--- src/rtl/alu_secuenciador.sv ---
// alu_secuenciador: three-state sequencer feeding an external ALU and registering its result
module alu_secuenciador #(
  parameter int CNT_W = 8
) (
  input  logic             clk,
  input  logic             rst_n,
  input  logic             in_valid,
  output logic             in_ready,
  input  logic [1:0]       in_A,
  input  logic [3:0]       in_B,
  input  logic [1:0]       in_op,
  output logic [1:0]       alu_A,
  output logic [3:0]       alu_B,
  output logic [1:0]       alu_op,
  input  logic [3:0]       alu_Y,
  input  logic             alu_Z,
  input  logic             alu_N,
  input  logic             alu_C,
  input  logic             alu_V,
  output logic             out_valid,
  input  logic             out_ready,
  output logic [3:0]       res_Y,
  output logic             res_Z,
  output logic             res_N,
  output logic             res_C,
  output logic             res_V,
  output logic             sticky_C,
  output logic             sticky_V,
  input  logic             clr_sticky,
  output logic [CNT_W-1:0] op_count
);

  typedef enum logic [1:0] {IDLE, EXEC, DONE} state_t;

  state_t state;

  // Sequencer: accept operands, capture ALU result after one EXEC cycle, hold until taken downstream
  always_ff @(posedge clk) begin
    if (!rst_n) begin
      state     <= IDLE;
      in_ready  <= 1'b1;
      out_valid <= 1'b0;
      alu_A     <= '0;
      alu_B     <= '0;
      alu_op    <= '0;
      res_Y     <= '0;
      {res_Z, res_N, res_C, res_V} <= '0;
      sticky_C  <= 1'b0;
      sticky_V  <= 1'b0;
      op_count  <= '0;
    end else begin
      sticky_C <= clr_sticky ? 1'b0 : sticky_C | (state == EXEC && alu_C);
      sticky_V <= clr_sticky ? 1'b0 : sticky_V | (state == EXEC && alu_V);
      case (state)
        IDLE: if (in_valid) begin
          alu_A    <= in_A;
          alu_B    <= in_B;
          alu_op   <= in_op;
          in_ready <= 1'b0;
          state    <= EXEC;
        end
        EXEC: begin
          res_Y     <= alu_Y;
          {res_Z, res_N, res_C, res_V} <= {alu_Z, alu_N, alu_C, alu_V};
          out_valid <= 1'b1;
          state     <= DONE;
        end
        DONE: if (out_ready) begin
          out_valid <= 1'b0;
          in_ready  <= 1'b1;
          op_count  <= (op_count == '1) ? op_count : op_count + 1'b1;
          state     <= IDLE;
        end
        default: begin
          state     <= IDLE;
          in_ready  <= 1'b1;
          out_valid <= 1'b0;
        end
      endcase
    end
  end

endmodule

--- config.mk ---
export PLATFORM = sky130hd
export DESIGN_NAME = alu_secuenciador
export DESIGN_NICKNAME = d
export VERILOG_FILES = /design/src/rtl/alu_secuenciador.sv
export SDC_FILE = /design/constraint.sdc
export NUM_CORES = 1
export LEC_CHECK = 0
export CELL_PAD_IN_SITES_DETAIL_PLACEMENT = 1
export CELL_PAD_IN_SITES_GLOBAL_PLACEMENT = 2
export CORE_AREA = 5 5 75 77
export DETAILED_ROUTE_END_ITERATION = 12
export DIE_AREA = 0 0 80 82
export PLACE_DENSITY_LB_ADDON = 0.1
export SYNTH_ARGS = -nofsm -noshare
export SYNTH_HDL_FRONTEND = slang
export SYNTH_SLANG_ARGS = --single-unit
--- constraint.sdc ---
create_clock -name clk -period 3.6 [get_ports clk]
set_input_delay 0.72 -clock clk [delete_from_list [all_inputs] [get_ports clk]]
set_output_delay 0.72 -clock clk [all_outputs]
set_load 0.05 [all_outputs]
==> impl_metrics.py, run 1 <==
metrics = {
    "run_status": {
        "status": "completed",
    },
    "yosys": {
        "syn-num-nets": 149,
        "synth_fa_ha_area_share_pct": 1.02,
        "ys_ff_latch": 30,
        "synth_top_family_by_area": "simple AND/OR/NAND/NOR gates",
        "netlist_area_um2": 1230,
        "synth-compound-area-share_pct": 14.2,
        "synth_mux_area_share_pct": 7.32,
        "syn_inst": 127,
        "synth_xor_area_share_pct": 2.14,
        "avgSynthCellArea_um2": 9.68,
        "ys_types": 35,
        "yosysSeqAreaShare_pct": 48.8,
        "yosysWarnings": 0,
        "synth-simple-area-share_pct": 24.2,
    },
    "global_routing": {
        "antenna_found_initial": 0,
        "track_usage_pct": 11.2,
        "grt_overflow": 0,
        "first_global_vias": 1198,
        "grt_max_degree": 33,
        "grt_pass1_wl_um": 5670,
    },
    "setup_path": {
        "r2r-start": "state[0]",
        "cp.buffers_inverters": 1,
        "crit_path_max_incr_delay_ps": 850,
        "crit_cells": 1,
        "crit_path_top_delay_cell": "clkdlybuf4s50_1",
        "criticalPathCategory": "reg2out",
        "critPathArrivalTime_ps": 1560,
        "rr_worst_depth": 3,
        "critPathLaunchType": "flip-flop",
        "cp_data_required_time_ps": 2880,
        "critPathMaxFanout": 6,
        "setup.worst_path.start": "op_count[5]",
        "worstPathCellList": "clkdlybuf4s50_1",
        "worstSetupEndpointType": "output pin",
        "crit_family": "buffers and inverters",
    },
    "clocking": {
        "htreeDepth": 2,
        "clk_pin_slew_ps": 60,
        "cts_root_buf": "clkbuf_8",
        "clock-sinks": 30,
        "hold_buffers": 0,
        "clock_latency_ps": 270,
        "cts_tree": "done",
        "post_cts_resized": 0,
        "cts_made_buffers": 5,
        "clock_path_buffers": 2,
        "cts_setup_buffers": 0,
    },
    "run": {
        "drv_cap": 0,
    },
    "sta": {
        "max-slew-margin-rel_pct": 35.2,
        "drv_slew": 0,
        "rsz0062_at_grt": "no",
        "clock.fmax_ghz": 0.438,
        "hold_viol_final": 0,
        "finalWorstSetupSlack_ps": 1320,
        "skew_ps": 2.89,
        "worstMarginPinSlew_ps": 970,
        "period_share_pct": 63.4,
        "period_needed_ps": 2280,
        "finalSetupViolations": 0,
        "finalSetupTns_ps": 0,
    },
    "die": {
        "die_w_um": 80,
        "die-area_um2": 6560,
        "core_area_um2": 4940,
        "die_y_um": 82,
        "num_io_pins": 49,
        "start_util_pct": 24.9,
        "num_rows": 26,
    },
    "place": {
        "dp_slack_ps": 1150,
        "dp_hpwl_um": 2360,
        "place.gp.congestion": 0.673,
        "numPortBuffers": 48,
        "dpl_cell_area_um2": 1780,
    },
    "pwr": {
        "powerDensity_nw_per_um2": 404,
        "ir_drop_mv": 0.170,
        "design_power_total_mw": 0.751,
        "leakagePower_nw": 0.686,
    },
    "route": {
        "drc": 0,
        "vias_per_cell": 4.35,
        "wire_per_inst_um": 13.2,
        "vias": 1066,
        "antenna_left": 0,
        "wl_um": 3240,
        "drtPass1Iterations": 2,
        "first_iter_violations": 23,
    },
    "cells_and_area": {
        "nets": 198,
        "syn_to_final_growth_pct": 51.1,
        "layout-drive-gt1-share_pct": 7.43,
        "num_antenna_cells": 0,
        "finish.instance_area_um2": 1860,
        "fill_cells": 592,
    },
    "worst_hold_path": {
        "holdPathStages": 2,
        "min_from": "res_Y[3]",
        "worstHoldPathType": "reg2reg",
    },
}
==> area by class of cell <==
class,instances,area (um2),share of cell area (%)
sequential,30,601,32.3
timing repair buffer,48,480,25.9
multi-input combinational,91,607,32.7
tap,70,87.6,4.71
clock buffer,6,82.6,4.44
==> stage by stage <==
stage	instances	utilization, %	hold WS, ps
2_1_floorplan	127	-	552
3_3_place_gp	239	35.9	458
3_5_place_dp	239	35.9	466
4_1_cts	245	37.6	476
5_1_grt	245	37.6	488
6_report	245	37.6	470
==> sequential cells by signal (all words and copies together), names as in the netlist <==
register   count
alu_A          2
op_count       8
out_valid      1
sticky_C       1
alu_B          4
state          2
sticky_V       1
alu_op         2
res_N          1
res_Z          1
res_V          1
res_Y          4
in_ready       1
res_C          1
==> report_power, final <==
part,switching (mW),leakage (nW),internal [mW],total [mW]
Clock,0.111,0.0431,0.147,0.258
Sequential,0.00948,0.245,0.347,0.356
Combinational,0.0780,0.398,0.0592,0.137
==> cells in the mapped netlist <==
cell	n	share of area [%]
nor2_1	4	1.2
mux2i_1	9	7.3
a211oi_2	1	1.0
buf_2	1	0.41
a41o_1	1	0.81
and3_4	1	0.92
nor3_1	1	0.41
buf_1	1	0.30
a31oi_1	1	0.51
nor2b_1	9	4.6
o21ai_0	2	0.81
and2b_2	1	0.71
a21oi_1	3	1.2
xnor2_1	1	0.71
buf_4	1	0.61
nand3b_1	1	0.61
dfxtp_1	30	49
nand2_1	21	6.4
and4bb_2	1	1.0
clkbuf_1	3	0.92
a21o_2	1	0.71
or2b_1	1	0.61
nand3_1	2	0.81
o211ai_1	1	0.61
xor2_1	2	1.4
o31ai_1	1	0.61
and2_1	4	2.0
a21boi_0	9	5.5
o21a_1	4	2.4
and4_4	1	0.92
nor3b_1	2	1.2
nand2b_1	3	1.5
nand4_1	1	0.51
nand4b_1	1	0.71
ha_1	1	1.0
==> placed cells by master, fill, tap and decap left out, drive strengths merged <==
cell | synthesis | routed
and2 | 4 | 4
nand4b | 1 | 1
nand3b | 1 | 1
a21o | 1 | 1
dfxtp | 30 | 30
xnor2 | 1 | 1
clkbuf | 3 | 6
o21a | 4 | 4
o21ai | 2 | 2
and4bb | 1 | 1
o31ai | 1 | 1
and3 | 1 | 1
nand2 | 21 | 21
clkdlybuf4s50 | 0 | 48
o211ai | 1 | 1
nand4 | 1 | 1
and2b | 1 | 1
and4 | 1 | 1
xor2 | 2 | 2
nor2 | 4 | 4
mux2i | 9 | 9
nor2b | 9 | 9
nand2b | 3 | 3
a31oi | 1 | 1
nor3b | 2 | 2
ha | 1 | 1
a211oi | 1 | 1
a21boi | 9 | 9
a41o | 1 | 1
a21oi | 3 | 3
nor3 | 1 | 1
nand3 | 2 | 2
or2b | 1 | 1
==> logic make-up after synthesis <==
group | after synthesis
buffers and inverters | 6
AOI/OAI and AO/OA | 24
xor gates and xnor gates | 3
and+or+nand+nor | 54
adders and majority gates | 1
DFF | 30
muxes | 9
==> final timing paths <==
kind                 endpoint  slack, ps
setup / recovery  op_count[5]       1320
hold / removal       res_Y[3]        470
setup reg to reg     alu_A[0]       1990
hold reg to reg      res_Y[3]        470
==> metal layers <==
metal / track usage [%] / share of wire, % / vias to the layer above
li1: - / - / 528
met1: 12.5 / 42 / 507
met5: 0 / 0 / -
met3: 4.50 / 6.6 / 4
met4: 4.56 / 1.2 / 0
met2: 18.9 / 50 / 27
Power figures use the tool's default switching activity.
==> run 2: changes to the inputs <==
CORE_AREA = 5 5 81 83   (was 5 5 75 77)
DIE_AREA = 0 0 86 88   (was 0 0 80 82)
clock period = 1.8 ns   (was 3.6 ns; I/O delays follow)
==> run 2 against run 1 <==
First-iteration DRC count rose by 43%. Largest power group unchanged. Combinational power rose by 100%. Non-clock buffer count rose by 4. Clock power rose to 2.6 times the previous value.
==> impl_metrics.py, run 2 (synthesized netlist as in run 1, its figures left out) <==
metrics = {
    "pwr": {
        "p_seq_share_pct": 43.1,
        "combPwrFrac_pct": 16.7,
        "intPower_mw": 1.22,
        "leakagePower_nw": 0.767,
        "netSwitchingFraction_pct": 26.0,
        "powerDensity_nw_per_um2": 893,
        "pwr-share-clk_pct": 40.2,
        "ir_drop_mv": 0.291,
        "switching_power_mw": 0.429,
    },
    "sta": {
        "period_needed_ps": 1550,
        "clock.fmax_ghz": 0.646,
        "worst_hold_slack_ps": 473,
        "finalSetupViolations": 0,
        "rsz0062_at_grt": "no",
        "finalSetupTns_ps": 0,
        "hold_viol_final": 0,
        "worstMarginPinSlew_ps": 310,
        "drv_slew": 0,
        "max-slew-margin-rel_pct": 79.4,
        "period_share_pct": 86.0,
        "skew_ps": 4.56,
    },
    "cells_and_area": {
        "num_antenna_cells": 0,
        "nets": 202,
        "layout-drive-gt1-share_pct": 24.9,
        "top_regs": "op_count x8, alu_B x4, res_Y x4",
        "syn_to_final_growth_pct": 50.3,
        "mostFrequentLayoutCells": "32 x buf_4, 30 x dfxtp_1, 21 x nand2_1",
        "layout_commonest_cell": "buf_4",
        "largest_reg_flops": 8,
        "post-route-util_pct": 32.0,
        "regMostFlops": "op_count",
    },
    "clocking": {
        "cts_tree": "done",
        "htreeDepth": 2,
        "clk_pin_slew_ps": 60,
        "cts_setup_buffers": 0,
        "hold_buffers": 0,
        "post_cts_resized": 0,
        "cts_root_buf": "clkbuf_8",
        "clock_latency_ps": 280,
        "clock_path_buffers": 2,
        "clock-sinks": 30,
        "cts_made_buffers": 5,
    },
    "route": {
        "wire_per_inst_um": 13.2,
        "vias": 1079,
        "first_iter_violations": 33,
        "drc": 0,
        "antenna_left": 0,
        "vias_per_cell": 4.21,
        "wl_um": 3370,
        "drtPass1Iterations": 3,
    },
    "global_routing": {
        "grt_overflow": 0,
        "antenna_found_initial": 0,
        "track_usage_pct": 9.45,
        "grt_max_degree": 20,
        "first_global_vias": 1153,
        "grt_pass1_wl_um": 5530,
    },
    "setup_path": {
        "critPathMaxFanout": 5,
        "rr_worst_depth": 5,
        "critPathLaunchType": "flip-flop",
        "critPathArrivalTime_ps": 1720,
        "cp_data_required_time_ps": 1970,
        "criticalPathCategory": "reg2reg",
        "worstSetupEndpointType": "flip-flop",
    },
    "run_status": {
        "status": "completed",
    },
    "place": {
        "dp_hpwl_um": 2530,
        "numPortBuffers": 48,
        "place.gp.congestion": 0.733,
    },
    "die": {
        "die_w_um": 86,
        "core_area_um2": 5780,
        "num_rows": 28,
        "die-area_um2": 7570,
        "start_util_pct": 21.3,
        "num_io_pins": 49,
        "die_y_um": 88,
    },
    "worst_hold_path": {
        "holdPathStages": 2,
        "worstHoldPathType": "reg2reg",
    },
    "run": {
        "drv_cap": 0,
    },
}
-- run 2: cell count changes in the layout (fill, tap and decap cells not counted) --
cell,delta
buf_4,+32
bufinv_16,+1
clkbuf_1,+2
clkbuf_8,-1
clkdlybuf4s50_1,-28
-- run 2: area by class of cell --
class	count	area, um2
clock inverters	1	30.0
multi-input cells	91	607
flip-flops and latches	30	601
repair buffers	52	440
clock buffers	7	76.3
fillers	681	3930
well taps	75	93.8
-- run 2: worst paths after layout --
check | from | endpoint | slack, ps
setup reg to reg | op_count[0] | op_count[7] | 250
setup / recovery | op_count[0] | op_count[7] | 250
hold / removal | res_Z | res_Z | 470
hold reg to reg | res_Z | res_Z | 470
-- run 2: critical path, cell delays in order (launching register included) --
cell	delay, ps
dfxtp_1	360
ha_1	250
and4_4	210
a211oi_2	280
a31oi_1	120
a41o_1	210
-- run 2: power groups by stage --
stage	Combinational (mW)	Clock (mW)	Sequential, mW
after floorplan	0.0743	0	0.816
after global placement	0.275	0	0.725
after detailed placement	0.280	0	0.726
after CTS	0.281	0.693	0.712
after global routing	0.296	0.719	0.716
final	0.276	0.664	0.711
-- run 2: layer usage --
metal	GRT usage, %	wire [um]
met3	4.05	222
met5	0	0
met4	3.88	56
met2	14.7	1620
met1	11.5	1460
-- run 2: metrics by stage --
step	setup WS, ps	power (mW)	instances	area, um2
2_1_floorplan	43.6	0.890	127	1230
3_3_place_gp	74.2	1.00	248	1740
3_5_place_dp	33.1	1.01	248	1740
4_1_cts	232	1.69	256	1850
5_1_grt	119	1.73	256	1850
6_report	252	1.65	256	1850
==> RTL change: new RTL, flow settings as in run 1 <==
Put one more register stage on the output `op_count`, cleared by the reset. The value now appears one clock later. The other outputs are not delayed to match.
--- a/src/rtl/alu_secuenciador.sv
+++ b/src/rtl/alu_secuenciador.sv
@@ -32,6 +32,8 @@
 
   typedef enum logic [1:0] {IDLE, EXEC, DONE} state_t;
 
+  logic [CNT_W-1:0] op_count_s0;
+
   state_t state;
 
   // Sequencer: accept operands, capture ALU result after one EXEC cycle, hold until taken downstream
@@ -47,7 +49,7 @@
       {res_Z, res_N, res_C, res_V} <= '0;
       sticky_C  <= 1'b0;
       sticky_V  <= 1'b0;
-      op_count  <= '0;
+      op_count_s0 <= '0;
     end else begin
       sticky_C <= clr_sticky ? 1'b0 : sticky_C | (state == EXEC && alu_C);
       sticky_V <= clr_sticky ? 1'b0 : sticky_V | (state == EXEC && alu_V);
@@ -68,7 +70,7 @@
         DONE: if (out_ready) begin
           out_valid <= 1'b0;
           in_ready  <= 1'b1;
-          op_count  <= (op_count == '1) ? op_count : op_count + 1'b1;
+          op_count_s0 <= (op_count_s0 == '1) ? op_count_s0 : op_count_s0 + 1'b1;
           state     <= IDLE;
         end
         default: begin
@@ -80,5 +82,13 @@
     end
   end
 
+  always_ff @(posedge clk) begin
+    if (!rst_n) begin
+      op_count <= '0;
+    end else begin
+      op_count <= op_count_s0;
+    end
+  end
+
 endmodule
 
Check against the original RTL: not equivalent (Yosys sat finds a counterexample within 4 cycles, from zero or initial values and one cycle with rst_n low).
==> RTL change against run 1 <==
  * Synthesized area grew 10%
  * First-iteration DRC count increased by 13%
  * Largest power group unchanged
  * Wire length is 7.5% higher
  * Power up 17%
  * Hold slack worse by 0.0082 ns
  * Clock skew increased by 0.0017 ns
  * Final area increased by 8.1%
  * Non-clock buffer count grew 2
  * Fmax is 1.8% higher
  * Sequential share of layout area is 5.5 points higher
  * Worst setup slack improved by 0.040 ns
  * Sequential cell count up 8
  * Core utilization grew 3.1 points
  * Via count is 7.4% higher
==> RTL change: results (changes against run 1) <==
Status
  – Status: completed

Clock tree
  – Post-CTS Setup Inserts: 0 (unchanged)
  – CTS Buffer Depth: 2 (unchanged)
  – Cts bufs inserted: 5 (unchanged)
  – Skew-Pair Late Insertion Delay: 0.29 ns (+0.02 ns)
  – Clk slew on worst S/H paths: 0.07 ns
  – H-Tree Depth: 2 (unchanged)
  – Post_cts resized: 0 (unchanged)
  – Root Driver: clkbuf_8

Pwr
  – VDD IR max: 0.000175 V (+3.1%)
  – Static Leak: 0.000751 uW (+9.5%)
  – Seq. pwr: 444 uW (+25%)
  – Logic gate share of total power: 0.156 (-0.027)
  – Switching power: 232 uW (+17%)
  – Internal: 647 uW (+17%)

GRT
  – Total track usage: 0.119 (+0.00731)
  – Initial antenna violation count: 0 (unchanged)
  – Largest net degree at the start of global routing: 17 (-48%)
  – Vias in the first global route: 1249 (+4.3%)
  – First-pass GRT wire length: 5910 microns (+4.1%)

Logic synthesis
  – Sequential fraction of the synthesis area: 0.560 (+0.0716)
  – Most frequently used flop master after synthesis: dfxtp_1
  – Synth unique cells: 30 (-14%)
  – Synth top area cells: dfxtp_1, mux2i_1, nor2_1
  – Yosys warns: 0 (unchanged)
  – Net Count, Synth: 164 (+10%)
  – Async set or reset register ratio after synthesis: 0 (unchanged)
  – Leading cell types by count after synthesis: dfxtp_1, nor2_1, nand2_1, a21oi_1, mux2i_1

Drt
  – Drt pass-1 iters: 4 (+2)
  – DRT iter0 DRCs: 26 (+13%)
  – Via-per-instance ratio: 4.34 (-0.32%)
  – WL/cell: 13.2 microns (-0.25%)

Placement
  – RD Place Congestion: 0.701 (+4.2%)
  – Port Buffer Count: 48 (unchanged)
  – HPWL after detailed placement: 2630 microns (+12%)

Cells and area
  – Number of antenna diodes: 0 (unchanged)
  – Fraction of layout cells with a size suffix above 1: 0.0722 (-0.00212)
  – Biggest regs: op_count: 8 flops, op_count_s0: 8 flops
  – Fill count: 566 (-4.4%)
  – Final net count: 215 (+8.6%)

Timing
  – Measured slew at the worst slew-check pin: 0.522 ns (-0.448 ns)
  – Final critical-path share of the clock period: 0.623 (-0.0112)
  – Clock Skew: 0.00459 ns (+0.00170 ns)

Setup path
  – Worst Setup EP: op_count_s0[2]$_SDFFE_PN0P_
  – Worst R2R Path Depth: 4 (+1)
  – Worst R2R Setup Slack: 2.00 ns
  – FF-to-FF End: op_count_s0[4]$_SDFFE_PN0P_
  – CP startpoint: rst_n
  – Worst reg2reg startpoint: state[0]$_SDFFE_PN0P_
  – Worst-path maximum fanout: 16 (+10)

Hold path
  – Worst Hold Path EP: res_N$_SDFFE_PN0P_
  – Hold depth: 2 (unchanged)
  – Class of the worst hold path: register to register
  – Hold_sp: res_N$_SDFFE_PN0P_

Run
  – Max-Cap Viols: 0 (unchanged)
-- RTL change: changes by cell type after synthesis, sizes merged, moves of 3 or more --
cell	change
nor2	+15
nand2	-3
o21a	-4
a21oi	+11
a21boi	-9
nor2b	-8
dfxtp	+8
and2	+4
-- RTL change: cell families (layout without fill, tap and decap cells) --
kind of cell	count (synthesis)	count (layout)	share of synthesized area
adder cells (fa/ha/maj)	1	1	0.00921
multiplexers	11	11	0.0856
flip-flops	38	38	0.560
AO/OA/AOI/OAI	22	22	0.0976
AND/OR/NAND/NOR	60	60	0.215
buffers and inverters	9	61	0.0258
XOR/XNOR	1	1	0.00645
-- RTL change: metrics by stage --
stage / hold WS (ns) / setup slack [ns] / instance area (sq um) / std cells
after global placement: 0.443 / 1.12 / 1920 / 256
after floorplan: 0.472 / 1.84 / 1360 / 142
after detailed placement: 0.456 / 0.999 / 1920 / 256
after global routing: 0.486 / 1.07 / 2010 / 264
final: 0.462 / 1.36 / 2010 / 264
after CTS: 0.467 / 1.28 / 2010 / 264
-- RTL change: cell type report --
class | instances | area [sq um] | area share
multi-input combinational | 95 | 563 | 0.280
tap | 70 | 87.6 | 0.0436
sequential | 38 | 761 | 0.379
clock inverter | 1 | 5.00 | 0.00249
timing repair buffer | 50 | 495 | 0.247
inverter | 3 | 11.3 | 0.00560
clock buffer | 7 | 86.3 | 0.0430
-- RTL change: worst max-delay path, stage by stage --
cell	delay, ns
clkdlybuf4s50_1	0.71
clkinv_1	0.49
o41ai_1	0.49
-- RTL change: routing by layer --
metal | wire length, microns | up-vias | global-route usage
li1 | - | 574 | -
met1 | 1410 | 535 | 0.129
met2 | 1770 | 30 | 0.203
met3 | 244 | 6 | 0.0515
met4 | 55 | 0 | 0.0507
met5 | 0 | - | 0
